`src/rtl/sprite_draw_engine.sv`:
```
// sprite_draw_engine
//   Decodes the draw-sprite command (opcode 0x12) from the command decoder's
//   opcode/operand stream and expands its packed 1/2/4/8 bpp pixel data into
//   one frame-buffer write per visible pixel, with palette offset and clipping.
//
// Ports
//   clock_in, reset_in       single clock, synchronous active-high reset
//   op_code_in/_valid_in     command opcode, valid held for the whole command
//   operand_in/_valid_in     operand byte; valid is a level held >= 2 cycles
//   operand_count_in         1-based index of the operand currently presented
//   pixel_addr_out           (y+row)*DISPLAY_WIDTH + (x+col)
//   pixel_color_out          palette index written to the buffer
//   pixel_valid_out          write request, held until pixel_ready_in
//   pixel_ready_in           buffer accepts when valid && ready
//   busy_out                 engine is not idle
//   overflow_out             sticky: a data byte was dropped
//   error_out                sticky: a width==0 command was received
module sprite_draw_engine #(
    parameter int DISPLAY_WIDTH  = 640,
    parameter int DISPLAY_HEIGHT = 400,
    parameter int COLOR_BITS     = 4,
    parameter int ADDR_BITS      = 18
) (
    input  logic                  clock_in,
    input  logic                  reset_in,
    input  logic [7:0]            op_code_in,
    input  logic                  op_code_valid_in,
    input  logic [7:0]            operand_in,
    input  logic                  operand_valid_in,
    input  logic [31:0]           operand_count_in,
    output logic [ADDR_BITS-1:0]  pixel_addr_out,
    output logic [COLOR_BITS-1:0] pixel_color_out,
    output logic                  pixel_valid_out,
    input  logic                  pixel_ready_in,
    output logic                  busy_out,
    output logic                  overflow_out,
    output logic                  error_out
);

    localparam logic [7:0] OP_DRAW_SPRITE = 8'h12;

    typedef enum logic [1:0] {
        IDLE,
        HEADER,
        STREAM,
        IGNORE
    } state_t;

    state_t state, state_next;

    // Slot width implied by the sprite's colour count.
    function automatic logic [3:0] bpp_from_colours(input logic [7:0] colours);
        logic [3:0] bpp;
        if (colours == 8'd0)       bpp = 4'd8;
        else if (colours <= 8'd2)  bpp = 4'd1;
        else if (colours <= 8'd4)  bpp = 4'd2;
        else if (colours <= 8'd16) bpp = 4'd4;
        else                       bpp = 4'd8;
        return bpp;
    endfunction

    // Saturate the used field width to what the buffer can store.
    function automatic logic [3:0] clamp_bpp(input logic [3:0] bpp);
        logic [3:0] r;
        r = bpp;
        if (32'(bpp) > COLOR_BITS) r = 4'(COLOR_BITS);
        return r;
    endfunction

    function automatic logic [3:0] fields_per_byte(input logic [3:0] bpp);
        logic [3:0] n;
        case (bpp)
            4'd1:    n = 4'd8;
            4'd2:    n = 4'd4;
            4'd4:    n = 4'd2;
            default: n = 4'd1;
        endcase
        return n;
    endfunction

    // ---- Stage p0: register operand/opcode inputs for edge detection ----
    logic        op_vld_p0;
    logic        opd_vld_p0;
    logic        opd_vld_p1;
    logic [7:0]  opd_p0;
    logic [31:0] opd_cnt_p0;

    always_ff @(posedge clock_in) begin
        if (reset_in) begin
            op_vld_p0  <= 1'b0;
            opd_vld_p0 <= 1'b0;
            opd_vld_p1 <= 1'b0;
        end else begin
            op_vld_p0  <= op_code_valid_in;
            opd_vld_p0 <= operand_valid_in;
            opd_vld_p1 <= opd_vld_p0;
        end
        opd_p0     <= operand_in;
        opd_cnt_p0 <= operand_count_in;
    end

    // One operand per rising edge of the registered valid level.
    logic accept;
    logic cmd_start;
    logic hdr_done;
    logic data_in;

    assign accept    = opd_vld_p0 && !opd_vld_p1;
    assign cmd_start = op_code_valid_in && !op_vld_p0 && (op_code_in == OP_DRAW_SPRITE);
    assign hdr_done  = (state == HEADER) && op_code_valid_in && accept && (opd_cnt_p0 == 32'd8);
    assign data_in   = (state == STREAM) && op_code_valid_in && accept && (opd_cnt_p0 >= 32'd9);

    // ---- Stage p1: header registers, unpack/hold buffers, pixel position ----
    logic [15:0] x_r, y_r, w_r;
    logic [7:0]  pal_off_r;
    logic [3:0]  sbpp_r;
    logic [3:0]  cbpp_r;

    logic        unpack_full, hold_full;
    logic [7:0]  unpack_byte, hold_byte;
    logic [3:0]  fields_left;
    logic [15:0] col, row;

    logic [16:0]          sum_x, sum_y;
    logic                 clipped;
    logic [7:0]           slot;
    logic [7:0]           field;
    logic [COLOR_BITS-1:0] pix_color;
    logic [ADDR_BITS-1:0]  pix_addr;
    logic                 out_free;
    logic                 advance;
    logic                 unpack_frees;
    logic                 pending;

    // Sums are 17 bits so an off-screen x or y never wraps back on screen.
    assign sum_x   = {1'b0, x_r} + {1'b0, col};
    assign sum_y   = {1'b0, y_r} + {1'b0, row};
    assign clipped = (sum_x >= 17'(DISPLAY_WIDTH)) || (sum_y >= 17'(DISPLAY_HEIGHT));

    // Current slot sits in the top sbpp bits; only its low cbpp bits are used
    // when the colour count exceeds what COLOR_BITS can hold.
    assign slot      = unpack_byte >> (4'd8 - sbpp_r);
    assign field     = slot & (8'hFF >> (4'd8 - cbpp_r));
    assign pix_color = COLOR_BITS'(pal_off_r) + COLOR_BITS'(field);
    assign pix_addr  = ADDR_BITS'(32'(sum_y) * 32'(DISPLAY_WIDTH) + 32'(sum_x));

    assign out_free     = !pixel_valid_out || pixel_ready_in;
    assign advance      = (state == STREAM) && unpack_full && out_free;
    assign unpack_frees = advance && (fields_left == 4'd1);
    assign pending      = unpack_full || hold_full || pixel_valid_out;

    always_ff @(posedge clock_in) begin
        if (reset_in) begin
            state <= IDLE;
        end else begin
            state <= state_next;
        end
    end

    always_comb begin
        state_next = state;
        case (state)
            IDLE: begin
                if (cmd_start) state_next = HEADER;
            end
            HEADER: begin
                if (!op_code_valid_in)  state_next = IDLE;
                else if (hdr_done)      state_next = (w_r == 16'd0) ? IGNORE : STREAM;
            end
            STREAM: begin
                if (!op_code_valid_in && !pending) state_next = IDLE;
            end
            IGNORE: begin
                if (!op_code_valid_in) state_next = IDLE;
            end
            default: state_next = IDLE;
        endcase
    end

    assign busy_out = (state != IDLE);

    always_ff @(posedge clock_in) begin
        // Header capture, MSB first for the 16-bit fields.
        if ((state == HEADER) && op_code_valid_in && accept) begin
            case (opd_cnt_p0)
                32'd1: x_r[15:8] <= opd_p0;
                32'd2: x_r[7:0]  <= opd_p0;
                32'd3: y_r[15:8] <= opd_p0;
                32'd4: y_r[7:0]  <= opd_p0;
                32'd5: w_r[15:8] <= opd_p0;
                32'd6: w_r[7:0]  <= opd_p0;
                32'd7: begin
                    sbpp_r <= bpp_from_colours(opd_p0);
                    cbpp_r <= clamp_bpp(bpp_from_colours(opd_p0));
                end
                32'd8: pal_off_r <= opd_p0;
                default: ;
            endcase
        end

        if (reset_in) begin
            pixel_valid_out <= 1'b0;
            pixel_addr_out  <= '0;
            pixel_color_out <= '0;
            unpack_full     <= 1'b0;
            hold_full       <= 1'b0;
            col             <= '0;
            row             <= '0;
            overflow_out    <= 1'b0;
            error_out       <= 1'b0;
        end else begin
            if (hdr_done && (w_r == 16'd0)) error_out <= 1'b1;

            if (state == IDLE) begin
                unpack_full <= 1'b0;
                hold_full   <= 1'b0;
                col         <= '0;
                row         <= '0;
            end

            // ---- Stage p2: output register, one field per free slot ----
            if (advance) begin
                // A clipped pixel still uses this cycle, with valid low.
                pixel_valid_out <= !clipped;
                if (!clipped) begin
                    pixel_addr_out  <= pix_addr;
                    pixel_color_out <= pix_color;
                end
                if (col == w_r - 16'd1) begin
                    col <= '0;
                    row <= row + 16'd1;
                end else begin
                    col <= col + 16'd1;
                end
                unpack_byte <= unpack_byte << sbpp_r;
                fields_left <= fields_left - 4'd1;
            end else if (pixel_ready_in) begin
                pixel_valid_out <= 1'b0;
            end

            // Buffer refill; hold is only ever full while unpack is full.
            if (data_in) begin
                if (!unpack_full || (unpack_frees && !hold_full)) begin
                    unpack_byte <= opd_p0;
                    fields_left <= fields_per_byte(sbpp_r);
                    unpack_full <= 1'b1;
                end else if (unpack_frees) begin
                    unpack_byte <= hold_byte;
                    fields_left <= fields_per_byte(sbpp_r);
                    hold_byte   <= opd_p0;
                end else if (!hold_full) begin
                    hold_byte <= opd_p0;
                    hold_full <= 1'b1;
                end else begin
                    overflow_out <= 1'b1;
                end
            end else if (unpack_frees) begin
                if (hold_full) begin
                    unpack_byte <= hold_byte;
                    fields_left <= fields_per_byte(sbpp_r);
                    hold_full   <= 1'b0;
                end else begin
                    unpack_full <= 1'b0;
                end
            end
        end
    end

endmodule

```
`config.mk`:
```
export PLATFORM = sky130hd
export DESIGN_NAME = sprite_draw_engine
export DESIGN_NICKNAME = d
export VERILOG_FILES = /design/src/rtl/sprite_draw_engine.sv
export SDC_FILE = /design/constraint.sdc
export NUM_CORES = 1
export LEC_CHECK = 0
export ABC_AREA = 0
export CAP_MARGIN = 20
export CORE_AREA = 4 4 147 185
export DETAILED_ROUTE_END_ITERATION = 8
export DIE_AREA = 0 0 151 189
export PLACE_DENSITY_LB_ADDON = 0.2
export SLEW_MARGIN = 15
export SYNTH_ARGS = -nofsm -noshare
export SYNTH_HDL_FRONTEND = slang
export SYNTH_SLANG_ARGS = --single-unit
export TNS_END_PERCENT = 5
```
`constraint.sdc`:
```
create_clock -name clock_in -period 7.45 [get_ports clock_in]
set_input_delay 1.49 -clock clock_in [delete_from_list [all_inputs] [get_ports clock_in]]
set_output_delay 1.49 -clock clock_in [all_outputs]
set_load 0.02 [all_outputs]
```
### Word-level counts from Yosys, hierarchy flattened

Cells that the tools add are included.

| word-level totals | value |
|---|---|
| bits in writable memories | 0 |
| word-level logic and storage cells | 169 |
| memories | 0 |
| latch bits | 0 |
| bits in read-only memories | 0 |
| input bits | 53 |
| register bits | 184 |

| operators by class | value |
|---|---|
| shift operators | 3 |
| add/sub/neg operators | 10 |
| reduce and logical (&&, ||, !) cells | 46 |
| div/mod/pow operators | 0 |
| mux-type cells | 48 |
| $lt $le $gt $ge | 7 |
| bitwise operators | 5 |
| equal/unequal tests | 22 |
| multiply operators | 1 |

Operators by type and width:

| operator | number |
|---|---|
| equality test 32 x 3 -> 1 bit, second input constant | 4 |
| two-way mux 16 bit | 6 |
| equality test 32 x 2 -> 1 bit, second input constant | 2 |
| two-way mux 8 bit | 8 |
| two-way mux 4 bit | 12 |
| adder 16 x 16 -> 17 bit | 2 |
| adder 16 x 1 -> 16 bit, second input constant | 2 |
| equality test 32 x 1 -> 1 bit, second input constant | 1 |
| equality test 32 x 4 -> 1 bit, second input constant | 1 |
| greater-or-equal comparator 32 x 4 -> 1 bit, second input constant | 1 |
| adder 18 x 17 -> 18 bit | 1 |
| AND reduction 2 bit | 9 |
| greater-or-equal comparator 17 x 10 -> 1 bit, second input constant | 1 |
| greater-or-equal comparator 17 x 9 -> 1 bit, second input constant | 1 |
| multiplier 17 x 3 -> 11 bit, second input constant | 1 |
| equality test 16 bit | 1 |
| logical NOT 16 bit | 1 |
| subtractor 16 x 1 -> 16 bit, second input constant | 1 |
| logical AND 1 bit | 15 |
| two-way mux 1 bit | 15 |
| case mux 4 bit (3 select lines) | 1 |
| AND reduction 4 bit | 3 |
| two-way mux 2 bit | 5 |
| equality test 4 x 1 -> 1 bit, second input constant | 2 |
| other kinds (26) | 46 |

### Longest topological paths before layout

| logic depth | value |
|---|---|
| depth in word-level cells | 8 |
| gate-level depth with buffers | 20 |
| mapped depth without buffers | 20 |

### Worst setup path before layout

OpenSTA, ideal clock, no wires.

| path | value |
|---|---|
| path type | input to register |
| start | in pixel_ready_in |
| end | reg hold_byte[0], enable pin |
| cell stages on the path | 7 |
| arrival time | 3.772 ns |
| library setup time | 0.398 ns |
| path buffers | 1 |
| setup slack | 3.280 ns |
| path through | nand2b_1 > nand3_1 > nor4b_1 > and2_1 > clkbuf_1 > nor2_1 > nor4b_1 |

| on the way | value |
|---|---|
| cells in the longest elaborated chain, start to end | 7 |

Ends and longest elaborated chain:

| what | line | text |
|---|---|---|
| start: declaration | 34 | `input logic pixel_ready_in,` |
| logical OR 1 bit (*) | 147 | `assign out_free = !pixel_valid_out \|\| pixel_ready_in;` |
| logical AND 1 bit (*) | 148 | `assign advance = (state == STREAM) && unpack_full && out_free;` |
| logical AND 1 bit (*) | 149 | `assign unpack_frees = advance && (fields_left == 4'd1);` |
| logical AND 1 bit | 243 | `if (!unpack_full \|\| (unpack_frees && !hold_full)) begin` |
| logical OR 1 bit | 243 |  |
| NOT 1 bit (no source line) | - |  |
| AND reduction 4 bit (no source line) (*) | - |  |
| end signal: assignment | 250 | `hold_byte <= opd_p0;` |
| end signal: assignment | 252 | `hold_byte <= opd_p0;` |
| end: declaration | 120 | `logic [7:0] unpack_byte, hold_byte;` |

Every way passes the cells marked *; elsewhere a longest branch is shown, timed or not.
A chain may end at the register's enable or synchronous reset.

### Worst setup path in the final report

| path | value |
|---|---|
| start | reg col[0] |
| end | reg pixel_addr_out[17] |

| on the way | value |
|---|---|
| cells in the longest elaborated chain, start to end | 5 |

Ends and longest elaborated chain:

| what | line | text |
|---|---|---|
| start: declaration | 122 | `logic [15:0] col, row;` |
| start signal: assignment | 233 | `col <= col + 16'd1;` |
| adder 16 x 16 -> 17 bit (*) | 136 | `assign sum_x = {1'b0, x_r} + {1'b0, col};` |
| greater-or-equal comparator 17 x 10 -> 1 bit | 138 | `assign clipped = (sum_x >= 17'(DISPLAY_WIDTH)) \|\| (sum_y >= 17'(DISPLAY_HEIGHT));` |
| logical OR 1 bit | 138 |  |
| NOT 1 bit (no source line) | - |  |
| AND reduction 2 bit (no source line) | - |  |
| end signal: assignment | 226 | `pixel_addr_out <= pix_addr;` |
| end: declaration | 31 | `output logic [ADDR_BITS-1:0] pixel_addr_out,` |

Marked as above.

==> results.md <==
- Reg-to-reg slack, setup: 2.83 ns
- Post-synthesis sequential element count: 184
- R2R Path Start: col[0]
- Area grow syn2layout: 14.60%
- Vias per inst: 5.867
- F_max: 216.3 MHz
- First-pass GRT wire length: 46890 um
- Antenna violations before repair: 0
- Mapped Nets: 1336
- Hold Crit Start: opd_vld_p0
- Leakage power: 4.904 nW
- Clock-pin slew on the worst setup and hold paths: 0.07 ns
- DRT antenna net count: 0
- FF-to-FF End: pixel_addr_out[17]
- Netlist cell types: 81
- RSZ-0062 raised after global routing: no
- End of the worst hold path: opd_vld_p1
- Hold depth: 1
- Clock tree sinks: 184
- CTS tree: done
- Row cnt: 66
- Post-synth EDFFs: 80
- Minimum clock period: 4.622 ns
- Ports: 79
- Core Util, Final: 0.5060
- Clock network fraction of design power: 0.427
- Die height: 189 um
- DR vias: 9492
- Worst Tran Pin Value: 1.006 ns
- Setup Skew: 0.01305 ns
- Die area: 28540 um2
- Routed wire per std cell: 18.10 um
- CTS Hold Bufs: 0
- Max transition margin: 0.3199
- Later-pin clock latency in the skew report: 0.44 ns
- Sw Share: 0.2186
- Max clock buf depth: 2
- Final net count: 1388
- Worst Path Max Fanout: 7
- VDD IR max: 0.0001590 V
- Ant diodes: 0
- Number of global-route vias before repair: 9134
- Outcome: finished, final reports clean
- CP Capture Type: flop
- Synthesized cell area: 11300 um2
- Most used DFF post-synth: dfxtp_1
- 1st-iter DRT viols: 528
- Worst Hold Class: reg2reg
- Internal power: 1.565 mW
- Post-cts resize count: 0
- Yosys warns: 0
- Setup Total Neg Slack: 0 ns
- Kind of critical path: reg2reg
- Initial Util: 0.4415
- Async SR Flop Fraction: 0
- GRT overflow: 0
- Hold Vio Cnt, Final: 0
- # setup viols final: 0
- Avg Cell Area, Syn: 9.319 um2
- MaxCap Viol Count: 0
- Register share of total power: 0.541
- Pre-antenna DRT Iters: 7
- CTS HTree Levels: 4
- Num CTS Buffers: 17
- Combinational Power Share: 0.031
- Post-CTS setup buffer count: 0
- NetSw: 0.4377 mW
- PD cells: 154.6 nW/um2
- Largest net degree at the start of global routing: 45
- Crit share post-route: 0.6205
- Port buffer count: 78
- Root buffer cell: clkbuf_16
- Core area: 25600 um2
- Synth Instances: 1213
- Die Wd: 151 um
- RePlAce Congestion: 0.9267
- R2r worst-path depth: 11
- Drt total wl: 29290 um
- Slew Limit Fails: 0
- Crit path launch type: flop
- DP HPWL: 21670 um
- Sequential share of the synthesized area: 0.3967
- Crit path arrival time: 4.96 ns
- Crit path required time: 7.79 ns
- Share of layout cells above drive strength 1: 0.07277
- Drt drc: 0
- Tot GR Track Use: 0.2072
## per-stage QoR
stage / power [mW] / setup WS (ns) / std cells / area, um2 / hold slack [ns]
6_report: 2.002 / 2.828 / 1618 / 12950 / 0.4668
5_1_grt: 2.067 / 2.437 / 1618 / 12950 / 0.4869
4_1_cts: 2.020 / 2.881 / 1617 / 12940 / 0.4707
3_5_place_dp: 1.170 / 2.554 / 1585 / 12390 / 0.4568
3_3_place_gp: 1.168 / 2.620 / 1585 / 12390 / 0.4480
2_1_floorplan: 1.123 / 3.280 / 1213 / 11300 / 0.4383
## per-layer routing
| layer | vias to the layer above | wire length (um) | track usage |
|---|---|---|---|
| met1 | 4573 | 11870 | 0.2432 |
| met3 | 44 | 1299 | 0.02945 |
| met2 | 218 | 15290 | 0.3787 |
| met5 | - | 0 | 0 |
| li1 | 4657 | - | - |
| met4 | 0 | 831 | 0.07606 |
## cell usage after synthesis (all sizes together), types with 22 or more instances
master / instances / share of area
ha: 65 / 0.072
a31o: 24 / 0.019
nand2: 73 / 0.024
a21oi: 80 / 0.035
a21o: 22 / 0.015
clkbuf: 51 / 0.017
xnor2: 41 / 0.032
nor2: 73 / 0.024
nor4: 24 / 0.013
inv: 78 / 0.026
nand4: 27 / 0.015
nor3: 35 / 0.015
nand3: 33 / 0.015
edfxtp: 80 / 0.21
dfxtp: 104 / 0.18
o21ai: 43 / 0.019
o21a: 22 / 0.015
and3: 27 / 0.015
## worst max path at each step
stage                         startpoint                  to  slack [ns]  cells past startpoint
after floorplan           pixel_ready_in        hold_byte[0]        3.28                      7
after global placement    pixel_ready_in  pixel_addr_out[17]        2.62                     10
after detailed placement  pixel_ready_in  pixel_addr_out[17]        2.55                     10
after CTS                         col[0]  pixel_addr_out[17]        2.88                     11
after global routing              row[0]  pixel_addr_out[16]        2.44                     20
final                             col[0]  pixel_addr_out[17]        2.83                     11
## cells by family (layout without fill, tap and decap cells)
kind of cell,count (synthesis),after routing,share of synthesized area
fa+ha+maj,70,70,0.08081
other cells,1,1,0.0003318
flops,184,184,0.3967
buf+inv,136,201,0.04660
xor+xnor,62,62,0.04926
mux,25,25,0.02479
simple gates,398,398,0.1908
compound gates,337,337,0.2107
## cells in the final DEF (no fill, tap or decap), drive strengths merged, types with 10 or more instances in the layout
cell type / n
o311ai: 11
xnor2: 41
and3: 27
buf: 14
a22oi: 10
nand2b: 16
xor2: 20
nor2b: 17
nand2: 73
ha: 65
clkdlybuf4s50: 77
dfxtp: 104
a31oi: 13
a21o: 22
nand3: 33
a21oi: 80
inv: 85
nor2: 73
nor3: 35
o21a: 22
nor4: 24
mux2i: 19
o211ai: 15
clkbuf: 21
o21ai: 43
nand4: 27
a31o: 24
nor3b: 16
or3: 11
edfxtp: 80
## sequential cells by signal, indices dropped and copies added, names as in the netlist, 2 cells and up
| name | cells |
|---|---|
| row | 16 |
| state | 2 |
| opd_p0 | 8 |
| sbpp_r | 4 |
| w_r | 16 |
| x_r | 16 |
| hold_byte | 8 |
| cbpp_r | 4 |
| fields_left | 4 |
| pixel_color_out | 4 |
| pal_off_r | 4 |
| opd_cnt_p0 | 32 |
| pixel_addr_out | 18 |
| unpack_byte | 8 |
| y_r | 16 |
| col | 16 |
## power groups by stage
stage                     combinational [mW]  clock [mW]  sequential [mW]
final                                 0.0624       0.856             1.08
after global routing                  0.0675       0.914             1.09
after CTS                             0.0630       0.873             1.08
after detailed placement              0.0628           0             1.11
after global placement                0.0616           0             1.11
after floorplan                       0.0235           0             1.10
## worst max-delay path, cell delays in order, from the launching register on
cell and delay [ns]:
dfxtp_1 0.56, ha_1 0.25, inv_1 0.06, fa_1 0.40, nor2b_1 0.22, o211ai_1 0.19
a2111oi_1 0.60, o21a_1 0.31, o211ai_1 0.31, or4b_2 0.76, or4_1 0.51, o41ai_1 0.35
## final cells by class
class / count / area, um2
Clock inverter: 11 / 81.33
Multi-Input combinational cell: 893 / 6317
Clock buffer: 21 / 471.7
Tap cell: 340 / 425.4
Inverter: 78 / 292.8
Sequential cell: 184 / 4484
Timing Repair Buffer: 91 / 880.8
Fill cell: 2458 / 12650
(Power assumes the default switching activity.)
